File: src/rtl/arb_defs_pkg.sv
// Shared definitions for the four-way round-robin arbiter: state encoding,
// register widths and the rotating-priority winner search.
package arb_defs;

  localparam int STATE_W = 2;
  localparam int COUNT_W = 8;

  typedef enum logic [STATE_W-1:0] {
    IDLE    = 2'b00,
    GRANT   = 2'b01,
    RELEASE = 2'b10,
    ILLEGAL = 2'b11
  } state_t;

  // Returns {found, index}. Requester ptr+1 has the highest priority and
  // ptr itself the lowest, so the last winner is served again only when
  // nobody else is asking.
  function automatic logic [2:0] pick_winner(input logic [1:0] ptr,
                                             input logic [0:3] req);
    logic [2:0] pick;
    logic [1:0] cand;
    pick = 3'b000;
    // Walk from lowest to highest priority so the highest one written last wins.
    for (int k = 4; k >= 1; k--) begin
      cand = ptr + 2'(k);
      if (req[cand]) pick = {1'b1, cand};
    end
    return pick;
  endfunction

endpackage

File: src/rtl/decoder_2x4_gates.sv
// Gate-level 2-to-4 decoder with active-low enable and active-low outputs.
// Output y_n[{a,b}] goes low when enabled; all outputs stay high otherwise.
module decoder_2x4_gates (
  input  logic       a,
  input  logic       b,
  input  logic       en_n,
  output logic [0:3] y_n
);

  logic a_n;
  logic b_n;
  logic en;

  assign a_n = ~a;
  assign b_n = ~b;
  assign en  = ~en_n;

  assign y_n[0] = ~(a_n & b_n & en);
  assign y_n[1] = ~(a_n & b   & en);
  assign y_n[2] = ~(a   & b_n & en);
  assign y_n[3] = ~(a   & b   & en);

endmodule

File: src/rtl/rr_arbiter_4.sv
// Four-requester round-robin arbiter with an optional hold limit.
// A grant lasts until done, until the holder drops its request, or until
// HOLD_MAX cycles have elapsed; each grant is followed by one RELEASE cycle
// and one IDLE cycle before the next winner is chosen.
module rr_arbiter_4
  import arb_defs::*;
#(
  parameter int HOLD_MAX = 15
) (
  input  logic       clock,
  input  logic       reset,
  input  logic       enable,
  input  logic [0:3] req,
  input  logic       done,
  output logic [0:3] grant_n,
  output logic [1:0] grant_idx,
  output logic       busy,
  output logic       timeout
);

  localparam logic [COUNT_W-1:0] HOLD_LIM = COUNT_W'(HOLD_MAX);

  state_t             state;
  logic [1:0]         ptr;
  logic [COUNT_W-1:0] count;

  logic [2:0]         win;
  logic               req_held;
  logic               hold_hit;
  logic               release_now;

  // Winner search and grant-exit conditions from the current registered state.
  always_comb begin
    win         = pick_winner(ptr, req);
    req_held    = req[grant_idx];
    hold_hit    = (HOLD_MAX != 0) && (count == HOLD_LIM);
    release_now = done || !req_held || hold_hit;
  end

  // Arbiter state machine: grant selection, hold counting and release pulse.
  always_ff @(posedge clock) begin
    if (reset) begin
      state     <= IDLE;
      ptr       <= 2'd3;
      grant_idx <= 2'd0;
      count     <= '0;
      timeout   <= 1'b0;
    end else begin
      case (state)
        IDLE: begin
          timeout <= 1'b0;
          if (enable && win[2]) begin
            grant_idx <= win[1:0];
            ptr       <= win[1:0];
            count     <= COUNT_W'(1);
            state     <= GRANT;
          end
        end
        GRANT: begin
          if (release_now) begin
            state   <= RELEASE;
            // Only a release caused purely by the hold limit is reported.
            timeout <= !done && req_held;
          end else begin
            count <= count + COUNT_W'(1);
          end
        end
        RELEASE: begin
          timeout <= 1'b0;
          state   <= IDLE;
        end
        default: begin
          timeout <= 1'b0;
          state   <= IDLE;
        end
      endcase
    end
  end

  assign busy = (state == GRANT);

  decoder_2x4_gates u_dec (
    .a    (grant_idx[1]),
    .b    (grant_idx[0]),
    .en_n (state != GRANT),
    .y_n  (grant_n)
  );

endmodule

File: config.mk
export PLATFORM = sky130hd
export DESIGN_NAME = rr_arbiter_4
export DESIGN_NICKNAME = d
export VERILOG_FILES = /design/src/rtl/arb_defs_pkg.sv /design/src/rtl/decoder_2x4_gates.sv /design/src/rtl/rr_arbiter_4.sv
export SDC_FILE = /design/constraint.sdc
export NUM_CORES = 1
export LEC_CHECK = 0
export BUFFER_PORTS_ARGS = -buffer_cell sky130_fd_sc_hd__buf_2
export CAP_MARGIN = 20
export CORE_MARGIN = 4
export CORE_UTILIZATION = 57
export DETAILED_ROUTE_END_ITERATION = 12
export PLACE_DENSITY = 0.92
export SYNTH_ARGS = -nofsm -noshare
export SYNTH_HDL_FRONTEND = slang
export SYNTH_SLANG_ARGS = --single-unit
File: constraint.sdc
create_clock -name clock -period 4 [get_ports clock]
set_clock_uncertainty 0.15 [all_clocks]
set_input_delay 0.4 -clock clock [delete_from_list [all_inputs] [get_ports clock]]
set_output_delay 0.4 -clock clock [all_outputs]
set_load 0.01 [all_outputs]
Word-level counts from Yosys, hierarchy flattened
Index checks and enable logic that the tools add are counted.
Widths: inputs -> output; s select.

storage, ports and cells
  flip-flop bits (word level) = 15
  input bits = 8
  output and inout port bits = 8
  logic and storage cells = 78

cells by class
  add/subtract/negate cells = 4
  order comparisons = 5
  equality and inequality tests = 6
  muxes and demuxes = 25
  bitwise gates (word level) = 21
  reduce and logical (&&, ||, !) cells = 12

operators with widths
  cell                 number
  $mux 8               2
  $pmux 8 s2           1
  $ge 3x3->1 const B   5
  $not 2->3            5
  $mux 3               4
  $bmux 1 s2           5
  $mux 1               10
  $add 8x1->8 const B  1
  $and 1x1->1          8
  $eq 8x4->1 const B   1
  $not 1->1            8
  $add 2x2->2 const B  2
  $mux 2               2
  $ne 2x1->1 const B   2
  $ne 2x2->1 const B   2
  $pmux 2 s2           1
  $reduce_and 2->1     2
  $reduce_and 3->1     1
  $add 2x1->2 const B  1
  $eq 2x1->1 const B   1
  $logic_and 1x1->1    2
  $logic_not 1->1      2
  $logic_not 2->1      1
  $logic_or 1x1->1     2
  2 further kinds      2

Depth between registers and ports, before layout
Gate-level depths: netlist (run 1).

  depth in word-level cells = 11
  gate-level depth with buffers = 7
  mapped depth without buffers = 6

By module
Synthesis (run 1) repeated with hierarchy kept, for this count alone.

unflattened totals
  cell total of the unflattened synthesis = 99
  area, all modules = 860.8 sq um

modules (own cells, without submodules)
  module             instances  cells each  area each (sq um)  seq. area each (sq um)
  rr_arbiter_4       1          95          829.5              300.3
  decoder_2x4_gates  1          4           31.3               0.0

Worst setup path before layout (run 1)
Ideal clock, no wire load.

  path kind = register to register
  start point = register count[0]
  end point = register count[7]
  library setup time = 0.070 ns
  data arrival time = 1.639 ns
  required time = 3.780 ns
  slack = 2.141 ns
  cell stages (with the launch flop) = 7
  buffers on the path = 0
  cells stage by stage = dfxtp_1 ha_1 and2_1 a31oi_1 a21oi_2 or4_1 a21oi_1

between the ends
  word-level cells in the longest chain between the ends = 4

RTL lines
  what                                                 RTL line            source
  start, declared                                      rr_arbiter_4.sv:25  logic [COUNT_W-1:0] count;
  start signal, assigned                               rr_arbiter_4.sv:65  count <= count + COUNT_W'(1);
  branches (longest 4 deep; another with $add 8x1->8)  --

Several ways; the timed one is not identified. The select of a mux whose other input is x is not followed.
A chain may end at the register's enable or synchronous reset.

Final worst setup path (run 1)
Same ends and word-level chain as after synthesis.

==> flow_summary.json, run 1 <==
{
  "die_x_um": 46.95,
  "p_leak_nw": 0.3438,
  "path_class": "flop to flop",
  "switchingPower_mw": 0.08942,
  "hold_violations": 0,
  "synthCells": 103,
  "critPathLaunchType": "flop",
  "netlist_top_cells_count": "dfxtp_1 (15), a21oi_1 (9), o21ai_0 (8)",
  "stdcell_count": 130,
  "yosysSeqAreaShare": 0.3473,
  "netlist_area_sq_um": 864.6,
  "critPathTopFamily": "simple AND/OR/NAND/NOR gates",
  "rrSetupSlack_ns": 1.89,
  "drt-total-wl_um": 1739,
  "synth_cell_types": 38,
  "synth_area_leaders": "dfxtp_1 (35%), a21oi_1 (5.2%), o21ai_0 (4.6%)",
  "grt.total_usage": 0.1959,
  "die_y_um": 46.95,
  "synth_flop_cell": "dfxtp_1",
  "vdd_drop_max_uv": 268.4,
  "cp_max_fo": 11,
  "slowest_delay_ns": 0.49,
  "start_util": 0.6328,
  "relSlewSlack": 0.7153,
  "grt_pass1_vias": 720,
  "via_per_inst": 6.092,
  "first_iter_violations": 20,
  "firstDrtPassIters": 4,
  "status": "finished, final reports clean",
  "pwr-share-comb": 0.193,
  "dieArea_sq_um": 2204,
  "drv_cap": 0,
  "fin_tns_setup_ns": 0,
  "seqPwrFrac": 0.535,
  "final_nets": 125,
  "power-per-cell-area_nw_per_um2": 330.5,
  "synth_edf_count": 0,
  "syn_avg_cell_area_sq_um": 8.394,
  "p_sw_frac": 0.2876,
  "worst_pin_slew_ns": 0.4252,
  "synth-seq-cells": 15,
  "setup_viol": 0,
  "synth.net_count": 112,
  "fin_crit_ns": 2.108,
  "cts_hold_buf": 0,
  "crit_required_ns": 4.07,
  "cp_slowest_cell": "or4_1",
  "synth_top_area_frac": 0.3473,
  "cts.clk_slew.worst_paths_ns": 0.09,
  "fillers": 116,
  "min_path_type": "input port to flop",
  "syn_to_final_growth_pct": 8.828,
  "clockRootBuffer": "clkbuf_4",
  "place.gp.congestion": 0.7917,
  "dp.cells": 126,
  "rsz0062_at_grt": "false",
  "critPathCaptureType": "flop",
  "diodes": 0,
  "period_share": 0.5270,
  "critPathBufInv": 0,
  "insertion_delay_ns": 0.28,
  "cts_sinks": 15,
  "io_pins": 16,
  "dr_total_vias": 792,
  "grt_max_degree": 12,
  "synth_top_cell_by_area": "dfxtp_1",
  "pwr-share-clk": 0.272,
  "drive_gt1_frac": 0.2174,
  "antenna_found_initial": 0,
  "cts_resized": 0,
  "clock.fmax_mhz": 474.4,
  "grt_overflow": 0,
  "post-cts-setup-buffer-count": 0,
  "place_hpwl_um": 1348,
  "numCtsBuffers": 3,
  "synth.most_common_cell": "dfxtp_1",
  "clockBufferDepth": 2,
  "slew_viol_final": 0,
  "antenna_left": 0,
  "crit_path_cell_trace": "ha_1 > and2_1 > a31oi_1 > a21oi_2 > or4_1 > a21oi_1",
  "cts_tree": "done",
  "async_reset_ff_frac": 0,
  "grt_pass1_wl_um": 3015,
  "p_int_mw": 0.2215,
  "cts.htree.levels": 1,
  "drc": 0,
  "yosys_warnings": 0,
  "port_buffers": 15,
  "rows": 13,
  "arrival_ns": 2.18,
  "routedWlPerCell_um": 13.38,
  "coreArea_sq_um": 1366
}
## power groups by stage
stage	Combinational (mW)	Clock [mW]	Sequential, mW
after floorplan	0.0521	0	0.165
after global placement	0.0577	0	0.169
after detailed placement	0.0606	0	0.170
after CTS	0.0607	0.0874	0.166
after global routing	0.0678	0.0958	0.169
final	0.0602	0.0845	0.166
## stage by stage
stage	total power, mW	util	cell area, sq um	hold slack [ns]	worst slack (ns)
after global routing	0.3321	0.6886	940.9	0.2524	1.754
after floorplan	0.2170	-	864.6	0.3015	2.141
after CTS	0.3142	0.6886	940.9	0.2382	1.903
final	0.3109	0.6886	940.9	0.2364	1.892
after detailed placement	0.2303	0.6694	914.6	0.3295	1.905
after global placement	0.2270	0.6694	914.6	0.3270	1.960
## routing by layer
metal  vias up  GRT usage  part of all wire
met5         -          0                 0
met4         0     0.1215             0.035
met2        25     0.3035              0.44
met1       357     0.2395              0.47
li1        403          -                 -
met3         7    0.05364             0.059
## sequential cells by signal, indices dropped and copies added (netlist names)
register	count
count	8
grant_idx	2
ptr	2
state	2
timeout	1
## cells in the final DEF (no fill, tap or decap), types with 3 or more instances in the layout
cell type	synthesis	layout
o21ai_0	8	8
inv_1	3	3
nor2_1	6	6
clkbuf_4	0	3
buf_2	2	15
nand3_1	4	4
nand3b_1	4	4
a21oi_1	9	9
a211oi_1	3	3
dfxtp_1	15	15
nand2b_1	4	4
or3_1	5	5
nand2_1	7	7
## cells by family (layout without fill, tap and decap cells)
group | Yosys count | in the layout | share of synthesized area
and+or+nand+nor | 44 | 44 | 0.3155
xor gates and xnor gates | 1 | 1 | 0.01013
adders and majority gates | 1 | 1 | 0.01447
buffers and inverters | 10 | 22 | 0.06366
DFF | 15 | 15 | 0.3473
muxes | 3 | 3 | 0.03618
AOI/OAI and AO/OA | 29 | 29 | 0.2127
## cell type report
class                   count  area, sq um  share of cell area
clock buffers               4        26.28             0.02793
inverters                   3        11.26             0.01197
multi-input cells          78        509.2              0.5412
flip-flops and latches     15        300.3              0.3191
well taps                  15        18.77             0.01995
repair buffers             15        75.07             0.07979
## final timing paths
kind                                       startpoint                   endpoint  depth (start not counted)
worst max-delay path            count[0]$_SDFFE_PP0P_      count[7]$_SDFFE_PP0P_                          6
worst min-delay path                            reset  grant_idx[1]$_SDFFE_PP0P_                          2
worst max register to register  count[0]$_SDFFE_PP0P_      count[7]$_SDFFE_PP0P_                          6
worst min register to register  count[7]$_SDFFE_PP0P_      count[7]$_SDFFE_PP0P_                          2
Note: power is estimated with default switching activity, not from simulation.
==> inputs of run 2 (changes only) <==
Settings changed: CORE_ASPECT_RATIO from default to 1.2, CORE_UTILIZATION 57 to 48, PLACE_DENSITY 0.92 to 0.83.
Clock period 4 ns to 1.8 ns, I/O delays scaled along.
==> flow_summary.json, run 2 (synthesized netlist as in run 1, its figures left out) <==
{
  "status": "finished, final reports clean",
  "rsz0062_at_grt": "true",
  "worst_pin_slew_ns": 0.3963,
  "antenna_left": 0,
  "clock.fmax_mhz": 556.9,
  "insertion_delay_ns": 0.29,
  "cts.clk_slew.worst_paths_ns": 0.09,
  "stdcell_count": 153,
  "firstDrtPassIters": 4,
  "holdWs_ns": 0.04604,
  "die_y_um": 54.49,
  "top_layer": "met4",
  "crit_required_ns": 1.47,
  "crit_path_cell_trace": "nand2b_4 > buf_4 > or3_1 > buf_2",
  "syn_to_final_growth_pct": 39.51,
  "p_total_mw": 0.7795,
  "rrSetupSlack_ns": 0.04,
  "port_buffers": 15,
  "coreArea_sq_um": 1662,
  "drive_gt1_frac": 0.4593,
  "relSlewSlack": 0.7336,
  "drv_cap": 0,
  "drc": 0,
  "dieArea_sq_um": 2547,
  "layout_common_cells": "buf_4 (18), buf_2 (15), dfxtp_1 (10), o21ai_0 (8)",
  "die_x_um": 46.74,
  "drt-total-wl_um": 2343,
  "place.gp.congestion": 0.8266,
  "antenna_found_initial": 0,
  "wl_met2_um": 1162,
  "grt_overflow": 0,
  "via_per_inst": 5.980,
  "start_util": 0.5203,
  "r2r-end": "count[4]$_SDFFE_PP0P_",
  "grt_pass1_wl_um": 3512,
  "place_hpwl_um": 1567,
  "routedWlPerCell_um": 15.31,
  "cp_max_fo": 5,
  "hold_violations": 0,
  "crit_path_end": "grant_n[0]",
  "clockBufferDepth": 2,
  "final_nets": 145,
  "rr_startpoint": "count[5]$_SDFFE_PP0P_",
  "wl_met3_um": 163,
  "grt_max_degree": 11,
  "cts_sinks": 15,
  "first_iter_violations": 31,
  "setup_viol": 0,
  "slowest_delay_ns": 0.48,
  "post-route-util": 0.7259,
  "cts.htree.levels": 1,
  "grt_pass1_vias": 831,
  "p_leak_nw": 0.4639,
  "slew_viol_final": 0,
  "diodes": 0,
  "dr_total_vias": 915,
  "clockRootBuffer": "clkbuf_4",
  "path_class": "flop to output port",
  "critPathLaunchType": "flop",
  "largest_register_ffs": 8,
  "vdd_drop_max_uv": 428.2,
  "fin_crit_ns": 1.796,
  "min_path_type": "input port to flop",
  "wl_met1_um": 925,
  "io_pins": 16,
  "numCtsBuffers": 3,
  "grt.total_usage": 0.1977,
  "dp.cells": 147,
  "arrival_ns": 1.47,
  "period_share": 0.9975,
  "layout_commonest_cell": "buf_4",
  "startpoint": "state[0]$_SDFFE_PP0P_",
  "power-per-cell-area_nw_per_um2": 646.2,
  "regMostFlops": "count",
  "rows": 16,
  "cts_tree": "done",
  "cp_slowest_cell": "dfxtp_1",
  "ff2ff_path_depth": 7,
  "critPathCaptureType": "output port"
}
[run 2: changes by cell type in the layout (fill, tap and decap cells not counted), moves of 2 or more]
cell / before / now
buf_4: 0 / 18
dfxtp_1: 15 / 10
dfxtp_2: 0 / 5
a21oi_1: 9 / 7
and2_1: 2 / 0
and2_4: 0 / 2
buf_6: 0 / 2
nand2b_1: 4 / 2
[run 2: cell type report]
cell class / instances / area [sq um]
fillers: 124 / 455.4
repair buffers: 35 / 232.7
flip-flops and latches: 15 / 306.5
inverters: 3 / 11.26
clock buffers: 4 / 26.28
multi-input cells: 78 / 606.8
well taps: 18 / 22.52
[run 2: worst max-delay path: cells and delay by family, from the launching register on]
family,cells,cell delay [ns]
DFF,1,0.48
and+or+nand+nor,2,0.39
buffers and inverters,2,0.30
[run 2: layer usage]
layer	vias up	track usage
met3	8	0.01974
met2	42	0.3486
met5	-	0
met1	422	0.2220
li1	443	-
met4	0	0.1244
[run 2: timing repair]
item                                    4_1_cts  5_1_grt
endpoints found under the setup margin        6        9
pin swaps                                     3        8
gates resized for setup                       7       18
buffers inserted                              0        2
hold buffers                                  0        0
[run 2: per-stage QoR]
step	setup TNS (ns)	area (sq um)	setup WS (ns)
2_1_floorplan	0	870.8	0.02402
3_3_place_gp	0	1060	0.01004
3_5_place_dp	-0.009334	1060	-0.005121
4_1_cts	0	1115	0.01180
5_1_grt	-0.2449	1206	-0.07167
6_report	0	1206	0.004445
[run 2: report_power, final]
part           internal (mW)  switching [mW]  leakage (nW)
clock network         0.0862           0.106        0.0150
registers              0.349          0.0191         0.124
logic                  0.112           0.107         0.325
[run 2: worst min path at each step]
stage / start / endpoint / slack, ns / depth (start not counted)
finish: reset / count[1]$_SDFFE_PP0P_ / 0.05 / 2
global route: reset / count[1]$_SDFFE_PP0P_ / 0.05 / 2
CTS: reset / state[0]$_SDFFE_PP0P_ / 0.02 / 2
detailed placement: count[7]$_SDFFE_PP0P_ / count[7]$_SDFFE_PP0P_ / 0.33 / 2
global placement: count[7]$_SDFFE_PP0P_ / count[7]$_SDFFE_PP0P_ / 0.32 / 2
floorplan: req[2] / ptr[1]$_SDFFE_PP1P_ / 0.22 / 2
==> inputs of run 3 (changes only) <==
Settings changed: CORE_UTILIZATION 48 to 51, CTS_BUF_LIST from default to sky130_fd_sc_hd__clkbuf_4 sky130_fd_sc_hd__clkbuf_8, PLACE_DENSITY 0.83 to 0.87.
==> flow_summary.json, run 3 (synthesized netlist as in run 1, its figures left out) <==
{
  "status": "complete, but fails checks",
  "violations": "negative setup slack",
  "die_y_um": 53.11,
  "first_iter_violations": 13,
  "crit_path_cell_trace": "or2b_1 > o22ai_4 > a21oi_4 > or4_1 > a21oi_2",
  "power-per-cell-area_nw_per_um2": 671.5,
  "place.gp.congestion": 0.7923,
  "grt_pass1_wl_um": 3650,
  "dr_total_vias": 926,
  "rsz0062_at_grt": "true",
  "cp_slowest_cell": "or4_1",
  "drive_gt1_frac": 0.4815,
  "rows": 16,
  "firstDrtPassIters": 4,
  "wl_met3_um": 112,
  "clockBufferDepth": 2,
  "layout_commonest_cell": "buf_4",
  "fin_crit_ns": 1.814,
  "clock.fmax_mhz": 551.2,
  "grt_overflow": 0,
  "antenna_left": 0,
  "cts.htree.levels": 1,
  "coreArea_sq_um": 1622,
  "critPathTopFamily": "simple AND/OR/NAND/NOR gates",
  "port_buffers": 15,
  "cts.clk_slew.worst_paths_ns": 0.09,
  "numCtsBuffers": 3,
  "crit_required_ns": 1.88,
  "dp.cells": 145,
  "period_share": 1.008,
  "start_util": 0.5332,
  "critPathBufInv": 0,
  "cts_tree": "done",
  "drt-total-wl_um": 2647,
  "via_per_inst": 6.052,
  "dp_slack_ns": -0.05310,
  "place_hpwl_um": 1632,
  "critPathLaunchType": "flop",
  "insertion_delay_ns": 0.29,
  "wl_met1_um": 1015,
  "p_total_mw": 0.8024,
  "critPathCaptureType": "flop",
  "wl_met2_um": 1410,
  "cts_sinks": 15,
  "min_path_type": "input port to flop",
  "final_nets": 145,
  "hold_violations": 0,
  "relSlewSlack": 0.7121,
  "grt_pass1_vias": 883,
  "dieArea_sq_um": 2421,
  "antenna_found_initial": 0,
  "slew_viol_final": 0,
  "worst_pin_slew_ns": 0.4283,
  "io_pins": 16,
  "layout_common_cells": "buf_4 (20), buf_2 (15), dfxtp_1 (10), o21ai_0 (8), nand2_1 (7)",
  "slowest_delay_ns": 0.50,
  "cp_max_fo": 6,
  "path_class": "flop to flop",
  "arrival_ns": 1.89,
  "routedWlPerCell_um": 17.30,
  "die_x_um": 45.59,
  "syn_to_final_growth_pct": 38.21,
  "setup_viol": 1,
  "fillers": 103,
  "grt_max_degree": 11,
  "p_leak_nw": 0.4576,
  "diodes": 0,
  "regMostFlops": "count",
  "grt.total_usage": 0.2143,
  "largest_register_ffs": 8,
  "top_layer": "met4",
  "layout_setup_ws_ns": -0.01408,
  "vdd_drop_max_uv": 410.7,
  "stdcell_count": 153,
  "drc": 0,
  "clockRootBuffer": "clkbuf_4",
  "drv_cap": 0
}
==> run 3: power by group <==
group	switching (mW)	internal [mW]	total [mW]
registers	0.0204	0.349	0.369
logic	0.113	0.112	0.225
clock network	0.107	0.101	0.208
total	0.240	0.562	0.802
==> run 3: worst paths after layout <==
check / start / to / slack (ns) / depth (start not counted)
hold / removal: reset / count[1]$_SDFFE_PP0P_ / 0.03 / 2
hold reg to reg: count[7]$_SDFFE_PP0P_ / count[7]$_SDFFE_PP0P_ / 0.36 / 2
setup / recovery: grant_idx[0]$_SDFFE_PP0P_ / count[7]$_SDFFE_PP0P_ / -0.01 / 5
setup reg to reg: grant_idx[0]$_SDFFE_PP0P_ / count[7]$_SDFFE_PP0P_ / -0.01 / 5
==> run 3: what timing repair did <==
action                                 CTS  global route
pin swaps                                4             5
resized for setup                        9            13
endpoints found under the hold margin    0             0
hold buffers                             0             0
setup endpoints to repair                3             9
cloned                                   0             0
setup buffers                            2             2
==> run 3: area by class of cell <==
type / instances / area (sq um) / area share
Inverter: 3 / 11.26 / 0.009424
Sequential cell: 15 / 306.5 / 0.2565
Timing Repair Buffer: 35 / 225.2 / 0.1885
Tap cell: 18 / 22.52 / 0.01885
Clock buffer: 4 / 30.03 / 0.02513
Multi-Input combinational cell: 78 / 599.3 / 0.5016
==> run 3: through the flow <==
step	setup TNS (ns)	util	hold WS (ns)	instance area (sq um)
floorplan	0	-	0.2231	870.8
global placement	0	0.6443	0.3213	1045
detailed placement	-0.1365	0.6443	0.3322	1045
CTS	0	0.6991	0.02658	1134
global route	-0.1793	0.7369	0.03636	1195
finish	-0.01408	0.7369	0.03125	1195
==> run 3: per-layer routing <==
layer	global-route usage	vias to the layer above
li1	-	449
met1	0.1910	435
met2	0.3744	32
met3	0.04082	10
met4	0.2195	0
met5	0	-
